**config.mk**
```make
export PLATFORM = sky130hd
export DESIGN_NAME = gumnut_writeback
export DESIGN_NICKNAME = d
export VERILOG_FILES = /design/src/rtl/gumnut_pkg.sv /design/src/rtl/gumnut_gpr_file.sv /design/src/rtl/gumnut_writeback.sv
export SDC_FILE = /design/constraint.sdc
export NUM_CORES = 1
export LEC_CHECK = 0
export ABC_AREA = 0
export BUFFER_PORTS_ARGS = -buffer_cell sky130_fd_sc_hd__buf_2
export CORE_ASPECT_RATIO = 0.9
export CORE_MARGIN = 2
export CORE_UTILIZATION = 50
export CTS_BUF_LIST = sky130_fd_sc_hd__clkbuf_4 sky130_fd_sc_hd__clkbuf_8
export CTS_CLUSTER_SIZE = 20
export DETAILED_ROUTE_END_ITERATION = 10
export PLACE_DENSITY_LB_ADDON = 0.08
export SYNTH_ARGS = -nofsm -noshare
export SYNTH_HDL_FRONTEND = slang
export SYNTH_SLANG_ARGS = --single-unit
```
**constraint.sdc**
```tcl
create_clock -name i_clk -period 2 [get_ports i_clk]
set_clock_uncertainty 0.05 [all_clocks]
set_input_delay 0.2 -clock i_clk [delete_from_list [all_inputs] [get_ports i_clk]]
set_output_delay 0.2 -clock i_clk [all_outputs]
set_load 0.05 [all_outputs]
```
**src/rtl/gumnut_pkg.sv**
```systemverilog
// ----------------------------------------------------------------------------
// gumnut_pkg
// Shared definitions for the Gumnut core slice:
//   - ALU / shift / memory function codes
//   - instruction register field offsets
//   - register-file geometry
//   - the writeback request struct and the writeback FSM state type
// No ports (package).
// ----------------------------------------------------------------------------
package gumnut_pkg;

    // Register-file geometry
    localparam int GPR_COUNT  = 8;
    localparam int GPR_DATA_W = 8;
    localparam int GPR_AW     = 3;

    // ALU function codes
    localparam logic [2:0] ALU_FN_ADD  = 3'd0;
    localparam logic [2:0] ALU_FN_ADDC = 3'd1;
    localparam logic [2:0] ALU_FN_SUB  = 3'd2;
    localparam logic [2:0] ALU_FN_SUBC = 3'd3;
    localparam logic [2:0] ALU_FN_AND  = 3'd4;
    localparam logic [2:0] ALU_FN_OR   = 3'd5;
    localparam logic [2:0] ALU_FN_XOR  = 3'd6;
    localparam logic [2:0] ALU_FN_MASK = 3'd7;

    // Shift function codes
    localparam logic [1:0] SHIFT_FN_SHL = 2'd0;
    localparam logic [1:0] SHIFT_FN_SHR = 2'd1;
    localparam logic [1:0] SHIFT_FN_ROL = 2'd2;
    localparam logic [1:0] SHIFT_FN_ROR = 2'd3;

    // Memory / IO function codes
    localparam logic [1:0] MEM_FN_LDM = 2'd0;
    localparam logic [1:0] MEM_FN_STM = 2'd1;
    localparam logic [1:0] MEM_FN_INP = 2'd2;
    localparam logic [1:0] MEM_FN_OUT = 2'd3;

    // Instruction register field offsets (LSB of each 3-bit register field)
    localparam int IR_RD_LSB = 11;
    localparam int IR_RS_LSB = 8;
    localparam int IR_R2_LSB = 5;

    // One writeback request as presented by the ALU stage
    typedef struct packed {
        logic [GPR_AW-1:0]     rd;
        logic [GPR_DATA_W-1:0] data;
        logic                  c;
        logic                  we;
        logic                  cc_we;
        logic                  save;
        logic                  restore;
    } wb_req_t;

    typedef enum logic {
        WB_IDLE = 1'b0,
        WB_HOLD = 1'b1
    } wb_state_e;

endpackage

```
**src/rtl/gumnut_gpr_file.sv**
```systemverilog
// ----------------------------------------------------------------------------
// gumnut_gpr_file
// General-purpose register file: NUM_GPR x DATA_W, one synchronous write
// port, two combinational read ports. r0 is hard-wired to zero: writes to it
// are dropped and reads of it return 0.
// Ports:
//   i_clk, i_rst          clock, synchronous active-high reset (clears all)
//   i_we, i_waddr, i_wdata write port
//   i_raddr_a, o_rdata_a  read port A
//   i_raddr_b, o_rdata_b  read port B
// ----------------------------------------------------------------------------
module gumnut_gpr_file
    import gumnut_pkg::*;
#(
    parameter int NUM_GPR = GPR_COUNT,
    parameter int DATA_W  = GPR_DATA_W
) (
    input  logic              i_clk,
    input  logic              i_rst,
    input  logic              i_we,
    input  logic [GPR_AW-1:0] i_waddr,
    input  logic [DATA_W-1:0] i_wdata,
    input  logic [GPR_AW-1:0] i_raddr_a,
    input  logic [GPR_AW-1:0] i_raddr_b,
    output logic [DATA_W-1:0] o_rdata_a,
    output logic [DATA_W-1:0] o_rdata_b
);

    logic [DATA_W-1:0] r_regs [NUM_GPR];

    // NOTE: the array is reset because the architecture defines every GPR as
    // zero after reset; without that requirement a memory is better left
    // unreset so it can map onto RAM/LUT storage.
    always_ff @(posedge i_clk) begin
        if (i_rst) begin
            for (int i = 0; i < NUM_GPR; i++) begin
                r_regs[i] <= '0;
            end
        end else if (i_we && (i_waddr != '0)) begin
            r_regs[i_waddr] <= i_wdata;
        end
    end

    assign o_rdata_a = (i_raddr_a == '0) ? '0 : r_regs[i_raddr_a];
    assign o_rdata_b = (i_raddr_b == '0) ? '0 : r_regs[i_raddr_b];

endmodule

```
**src/rtl/gumnut_writeback.sv**
```systemverilog
// ----------------------------------------------------------------------------
// gumnut_writeback
// Writeback stage after the Gumnut ALU. Commits results to the GPR file and
// the Z/C condition codes, holds one request while the core stalls, and
// saves/restores flags on interrupt entry / reti.
// Configuration macro: GUMNUT_WB_BYPASS_EN -- when defined, read ports and
// flags forward the commit happening this cycle (r0 never forwarded).
// Ports:
//   i_clk, i_rst                      clock, synchronous active-high reset
//   i_wb_valid / o_wb_ready           request handshake
//   i_wb_rd, i_wb_data, i_wb_c        destination, result, ALU carry
//   i_wb_we, i_wb_cc_we               GPR write enable, flag write enable
//   i_wb_save, i_wb_restore           flag save (irq entry) / restore (reti)
//   i_stall                           core stall, blocks commit
//   i_rs_addr/o_rs_data, i_r2_addr/o_r2_data  combinational read ports
//   o_cc_z, o_cc_c                    condition codes
//   o_pending                         a request is held
// ----------------------------------------------------------------------------
module gumnut_writeback
    import gumnut_pkg::*;
#(
    parameter int NUM_GPR = GPR_COUNT,
    parameter int DATA_W  = GPR_DATA_W
) (
    input  logic              i_clk,
    input  logic              i_rst,
    input  logic              i_wb_valid,
    output logic              o_wb_ready,
    input  logic [GPR_AW-1:0] i_wb_rd,
    input  logic [DATA_W-1:0] i_wb_data,
    input  logic              i_wb_c,
    input  logic              i_wb_we,
    input  logic              i_wb_cc_we,
    input  logic              i_wb_save,
    input  logic              i_wb_restore,
    input  logic              i_stall,
    input  logic [GPR_AW-1:0] i_rs_addr,
    input  logic [GPR_AW-1:0] i_r2_addr,
    output logic [DATA_W-1:0] o_rs_data,
    output logic [DATA_W-1:0] o_r2_data,
    output logic              o_cc_z,
    output logic              o_cc_c,
    output logic              o_pending
);

    wb_state_e         r_state;
    wb_state_e         w_state_next;
    wb_req_t           r_hold;
    wb_req_t           w_in_req;
    wb_req_t           w_req;
    logic              w_commit;
    logic              w_hold_load;
    logic              r_z, r_c;
    logic [1:0]        r_saved;      // {Z, C}
    logic              w_next_z, w_next_c;
    logic [1:0]        w_next_saved;
    logic [DATA_W-1:0] w_rs_raw, w_r2_raw;

    always_comb begin
        w_in_req         = '0;
        w_in_req.rd      = i_wb_rd;
        w_in_req.data    = i_wb_data;
        w_in_req.c       = i_wb_c;
        w_in_req.we      = i_wb_we;
        w_in_req.cc_we   = i_wb_cc_we;
        w_in_req.save    = i_wb_save;
        w_in_req.restore = i_wb_restore;
    end

    // ---------------- FSM: state register ----------------
    // NOTE: sequential state uses non-blocking assignments so every register
    // samples pre-edge values regardless of block evaluation order.
    always_ff @(posedge i_clk) begin
        if (i_rst) begin
            r_state <= WB_IDLE;
        end else begin
            r_state <= w_state_next;
        end
    end

    // ---------------- FSM: next state ----------------
    // NOTE: every combinational output gets a default first so no path leaves
    // it unassigned, which would infer a latch.
    always_comb begin
        w_state_next = r_state;
        case (r_state)
            WB_IDLE: if (i_wb_valid && i_stall) w_state_next = WB_HOLD;
            WB_HOLD: if (!i_stall)              w_state_next = WB_IDLE;
            default:                            w_state_next = WB_IDLE;
        endcase
    end

    // ---------------- FSM: outputs ----------------
    // In IDLE wb_ready is 1, so wb_valid alone means a transfer.
    always_comb begin
        o_wb_ready  = 1'b0;
        o_pending   = 1'b0;
        w_commit    = 1'b0;
        w_hold_load = 1'b0;
        case (r_state)
            WB_IDLE: begin
                o_wb_ready  = 1'b1;
                w_commit    = i_wb_valid && !i_stall;
                w_hold_load = i_wb_valid && i_stall;
            end
            WB_HOLD: begin
                o_pending = 1'b1;
                w_commit  = !i_stall;
            end
            default: ;
        endcase
    end

    // Held request is frozen from the transfer edge until it commits.
    always_ff @(posedge i_clk) begin
        if (i_rst) begin
            r_hold <= '0;
        end else if (w_hold_load) begin
            r_hold <= w_in_req;
        end
    end

    assign w_req = (r_state == WB_HOLD) ? r_hold : w_in_req;

    // ---------------- condition codes ----------------
    // Restore beats cc_we; save always captures the pre-commit flags, so
    // save+restore together swaps live and saved flags.
    always_comb begin
        w_next_z     = r_z;
        w_next_c     = r_c;
        w_next_saved = r_saved;
        if (w_commit) begin
            if (w_req.restore) begin
                {w_next_z, w_next_c} = r_saved;
            end else if (w_req.cc_we) begin
                w_next_z = (w_req.data == '0);
                w_next_c = w_req.c;
            end
            if (w_req.save) begin
                w_next_saved = {r_z, r_c};
            end
        end
    end

    always_ff @(posedge i_clk) begin
        if (i_rst) begin
            r_z     <= 1'b0;
            r_c     <= 1'b0;
            r_saved <= 2'b00;
        end else begin
            r_z     <= w_next_z;
            r_c     <= w_next_c;
            r_saved <= w_next_saved;
        end
    end

    // ---------------- register file ----------------
    gumnut_gpr_file #(
        .NUM_GPR (NUM_GPR),
        .DATA_W  (DATA_W)
    ) u_gpr (
        .i_clk     (i_clk),
        .i_rst     (i_rst),
        .i_we      (w_commit && w_req.we),
        .i_waddr   (w_req.rd),
        .i_wdata   (w_req.data),
        .i_raddr_a (i_rs_addr),
        .i_raddr_b (i_r2_addr),
        .o_rdata_a (w_rs_raw),
        .o_rdata_b (w_r2_raw)
    );

`ifdef GUMNUT_WB_BYPASS_EN
    // Write-through forwarding of this cycle's commit; rd==0 never forwards.
    logic w_fwd;
    assign w_fwd     = w_commit && w_req.we && (w_req.rd != '0);
    assign o_rs_data = (w_fwd && (w_req.rd == i_rs_addr)) ? w_req.data : w_rs_raw;
    assign o_r2_data = (w_fwd && (w_req.rd == i_r2_addr)) ? w_req.data : w_r2_raw;
    assign o_cc_z    = w_next_z;
    assign o_cc_c    = w_next_c;
`else
    assign o_rs_data = w_rs_raw;
    assign o_r2_data = w_r2_raw;
    assign o_cc_z    = r_z;
    assign o_cc_c    = r_c;
`endif

endmodule

```
==> impl_metrics.toml, run 1 <==
[sta]
worst_pin_slew_ps = 767
setup_viol = 0
period_share = 0.983
hold_viol = 0
fin_crit_ps = 1970
rsz0062_at_grt = "true"
fmax_mhz = 509
timing.hold.ws_ps = 37.2
slew_headroom = 0.489
slew_viol_final = 0

[floorplan]
core_area_um2 = 8490
placementRows = 32
io_pins = 46
die_h_um = 92.4
dieWidth_um = 102
die_area_um2 = 9450
start_util = 0.512

[run]
cap_violations = 0

[worst_hold_path]
worstHoldPathType = "input port to flop"

[drt]
drt_first_pass_iters = 4
viasPerCell = 5.62
initialDrtViolationCount = 260
drc_errors = 0
ant_nets = 0
vias = 3253
wl_um = 10600
post_drt_wl_per_cell_um = 18.3

[clock_network]
root_buffer = "clkbuf_8"
clkLatencyLatePin_ps = 350
htreeDepth = 3
cts_made_buffers = 9
hold_buffers = 0
clk_pin_slew_ps = 90
clock_path_buffers = 2
cts_tree = "yes"
cts.sinks = 85
cts_setup_buffers = 0

[synth]
synthFlopType = "edfxtp_1"
ys_async_sr_fraction = 0
yosysUniqueCellTypes = 38
ys_seq_elements = 85
postSynthAreaPerCell_um2 = 11.0
synth_area_um2 = 4350
synth_seq_area_share = 0.539
synth-edff-count = 64
ys_warn_count = 0
synth_cells = 394

[layout]
multi_input_area_um2 = 1940
regArea_um2 = 2350
layout_common_cells = "nor2_1, edfxtp_1, nand2_1"
fin_util = 0.597
n_antenna_cell = 0
final_layout_size_suffix_gt1_frac = 0.291
n_fill_cell = 747
final_nets = 481
syn_to_final_growth_pct = 16.6
layout_commonest_cell = "nor2_1"

[placed_design]
io_buffers = 45
gp_congestion = 0.881
dp_hpwl_um = 8070

[power_and_ir_drop]
vdd_ir_drop_max_mv = 0.385
p_per_area_nw_per_um2 = 745
p_leak_nw = 1.88

[run_status]
status = "completed"

[global_route]
track_usage = 0.242
overflow = 0
grt_max_degree = 30
antenna_found_initial = 0
grt_first_pass_wirelength_um = 16900
grt_pass1_vias = 3167

[critical_path]
critPathKind = "flop to output pin"
cp_max_fo = 2
endpoint_kind = "output pin"
crit_arrival_ps = 1720
worstSetupStartpointType = "flop"
required_ps = 1750
## cell usage after synthesis, types with 9 or more instances
library cell	count	area, um2
a21oi_1	19	95.1
buf_2	9	45.0
o21ai_0	28	140
nor2b_1	9	56.3
mux2i_1	20	200
nand2_1	54	203
mux4_2	16	360
nor2_1	69	259
clkbuf_1	12	45.0
edfxtp_1	64	1920
nand2b_1	9	56.3
mux2_2	11	124
dfxtp_1	21	420
## worst max-delay path: stages (launching register included)
cell and delay, ps:
edfxtp_1 420, mux4_2 510, nor2_1 120, a221oi_1 70, buf_4 250
## cells by family after synthesis
| logic type | share of synthesized area |
|---|---|
| flip-flops | 0.539 |
| AO/OA/AOI/OAI | 0.107 |
| multiplexers | 0.158 |
| buffers and inverters | 0.0285 |
| other | 0.000863 |
| AND/OR/NAND/NOR | 0.168 |
## path summary, 6_finish.rpt
check,slack (ps),start,cells past startpoint,to
min reg2reg,410,r_hold[9],2,r_hold[9]
max,30,u_gpr.r_regs[3][1],4,o_r2_data[1]
max reg2reg,160,r_state,4,u_gpr.r_regs[1][3]
min,40,i_wb_data[4],3,r_hold[9]
## sequential cells by signal, summed over array words and instances (netlist names)
register and count:
r_saved 2, o_cc_z 1, r_state 1, o_cc_c 1
r_hold 16, u_gpr.r_regs 64
## layout make-up
| type | count | share of cell area |
|---|---|---|
| clock inverters | 5 | 0.00839 |
| well taps | 119 | 0.0294 |
| clock buffers | 11 | 0.0286 |
| multi-input cells | 288 | 0.383 |
| inverters | 3 | 0.00222 |
| flip-flops and latches | 85 | 0.463 |
| repair buffers | 68 | 0.0859 |
## power by group
part / switching, mW / total (mW) / internal (mW)
Combinational: 0.395 / 0.619 / 0.224
Clock: 0.620 / 1.14 / 0.517
Sequential: 0.0551 / 2.02 / 1.96
## timing repair
action | in CTS | in global routing
resized for setup | 0 | 11
hold endpoints to repair | 0 | 0
endpoints found under the setup margin | 0 | 5
## stage by stage
| step | TNS, ps | setup WS (ps) | instances | area (um2) | power (mW) |
|---|---|---|---|---|---|
| CTS | 0 | 14.7 | 579 | 5050 | 3.80 |
| global placement | 0 | 163 | 563 | 4870 | 2.66 |
| finish | 0 | 34.8 | 579 | 5070 | 3.78 |
| detailed placement | 0 | 126 | 563 | 4870 | 2.67 |
| floorplan | -2410 | -349 | 401 | 4410 | 2.47 |
| global route | -5.52 | -5.52 | 579 | 5070 | 3.92 |
## layer usage
layer	part of all wire	routed length (um)	track usage
met5	0	0	0
met4	0.025	268	0.0867
met3	0.058	617	0.0438
met2	0.46	4910	0.370
met1	0.45	4780	0.348
Note: power is estimated with default switching activity, not from simulation.
==> run 2: changes to the inputs <==
==> constraint.sdc (replaced) <==
create_clock -name i_clk -period 1.8 [get_ports i_clk]
set_clock_uncertainty 0.05 [all_clocks]
set_input_delay 0.18 -clock i_clk [delete_from_list [all_inputs] [get_ports i_clk]]
set_output_delay 0.18 -clock i_clk [all_outputs]
set_load 0.05 [all_outputs]
==> impl_metrics.toml, run 2 (synthesis results as in run 1) <==
[run]
cap_violations = 0

[drt]
ant_nets = 0
initialDrtViolationCount = 133
vias = 3315
viasPerCell = 5.55
drc_errors = 0
wl_um = 10900
drt_first_pass_iters = 4
post_drt_wl_per_cell_um = 18.3

[sta]
setup_viol = 16
timing.hold.ws_ps = 19.5
fin_ws_ps = -112
fin_crit_ps = 1910
fmax_mhz = 523
rsz0062_at_grt = "true"
period_share = 1.06
worst_pin_slew_ps = 605
slew_headroom = 0.597
slew_viol_final = 0
hold_viol = 0

[layout]
final_nets = 499
largest-register = "u_gpr.r_regs"
layout_commonest_cell = "edfxtp_1"
n_fill_cell = 702
layout_common_cells = "edfxtp_1, nor2_1, nand2_1"
n_antenna_cell = 0
final_layout_size_suffix_gt1_frac = 0.381
top_regs = "u_gpr.r_regs: 64 flops, r_hold: 16 flops, r_saved: 2 flops"
syn_to_final_growth_pct = 26.7
largest_register_ffs = 64

[critical_path]
cp_max_fo = 2
endpoint_kind = "output pin"
r2r_setup_slack_ps = 100
critPathKind = "flop to output pin"
worstSetupStartpointType = "flop"
crit_arrival_ps = 1680
required_ps = 1570

[global_route]
overflow = 0
grt_first_pass_wirelength_um = 17700
track_usage = 0.251
antenna_found_initial = 0
grt_pass1_vias = 3289
grt_max_degree = 28

[floorplan]
dieWidth_um = 102
core_area_um2 = 8490
start_util = 0.512
io_pins = 46
die_area_um2 = 9450
die_h_um = 92.4
placementRows = 32

[clock_network]
clock_path_buffers = 2
cts.sinks = 85
cts_tree = "yes"
clkLatencyLatePin_ps = 350
clk_pin_slew_ps = 90
htreeDepth = 3
root_buffer = "clkbuf_8"
cts_made_buffers = 9

[power_and_ir_drop]
vdd_ir_drop_max_mv = 0.646
p_per_area_nw_per_um2 = 787
power_mw = 4.33
p_leak_nw = 2.09

[run_status]
status = "finished, violations left"
violations = "setup timing"

[placed_design]
dp_hpwl_um = 8400
io_buffers = 45
gp_congestion = 0.850

[worst_hold_path]
worstHoldPathType = "input port to flop"
## run 2: changes by cell type in the layout (fill, tap and decap cells not counted), moves of 7 or more
| cell | change |
|---|---|
| buf_6 | +15 |
| nand2b_2 | -7 |
| nand2b_4 | +7 |
| a221oi_2 | +7 |
| buf_4 | +12 |
| buf_2 | -11 |
| nor2_1 | -7 |
| a221oi_1 | -7 |
| o21ai_1 | -7 |
## run 2: critical path: stages, from the launching register on
cell and delay, ps:
edfxtp_1 430, mux4_2 490, o221a_4 280, buf_8 150
## run 2: repair_timing
action | 4_1_cts | 5_1_grt
setup endpoints to repair | 16 | 18
setup buffers | 3 | 2
pin swaps | 5 | 1
hold buffers | 0 | 0
gates resized for setup | 51 | 5
## run 2: final timing paths
path / startpoint / to / depth (start not counted)
worst max-delay path: u_gpr.r_regs[0][3] / o_rs_data[3] / 3
worst min register to register: r_hold[2] / r_hold[2] / 2
worst max register to register: r_state / u_gpr.r_regs[4][6] / 4
worst min-delay path: i_wb_cc_we / r_hold[2] / 3
## run 2: layout make-up
| cell class | count | area (um2) | share of cell area |
|---|---|---|---|
| Tap cell | 119 | 149 | 0.0270 |
| Inverter | 3 | 11.3 | 0.00205 |
| Clock inverter | 6 | 47.5 | 0.00864 |
| Sequential cell | 85 | 2350 | 0.426 |
| Multi-Input combinational cell | 288 | 2150 | 0.390 |
| Clock buffer | 10 | 131 | 0.0239 |
| Timing Repair Buffer | 86 | 674 | 0.123 |
## run 2: routing by layer
layer  global-route usage  vias up  share of wire
met5                    0        -              0
met4               0.0856        0          0.026
met3               0.0453       18          0.055
met2                0.393      118           0.47
met1                0.355     1592           0.45
li1                     -     1587              -
## run 2: stage by stage
step	std cells	area, um2	utilization	TNS (ps)	setup slack (ps)
after floorplan	401	4530	-	-5450	-131
after global placement	576	5100	0.601	-171	-29.3
after detailed placement	576	5100	0.601	-479	-81.4
after CTS	595	5470	0.644	-865	-115
after global routing	597	5510	0.649	-1460	-147
final	597	5510	0.649	-660	-112
## run 2: report_power, final
group	total (mW)	leakage [nW]	switching, mW	internal, mW
clock network	1.25	0.0959	0.719	0.532
logic	0.842	1.16	0.500	0.342
registers	2.24	0.833	0.0548	2.18
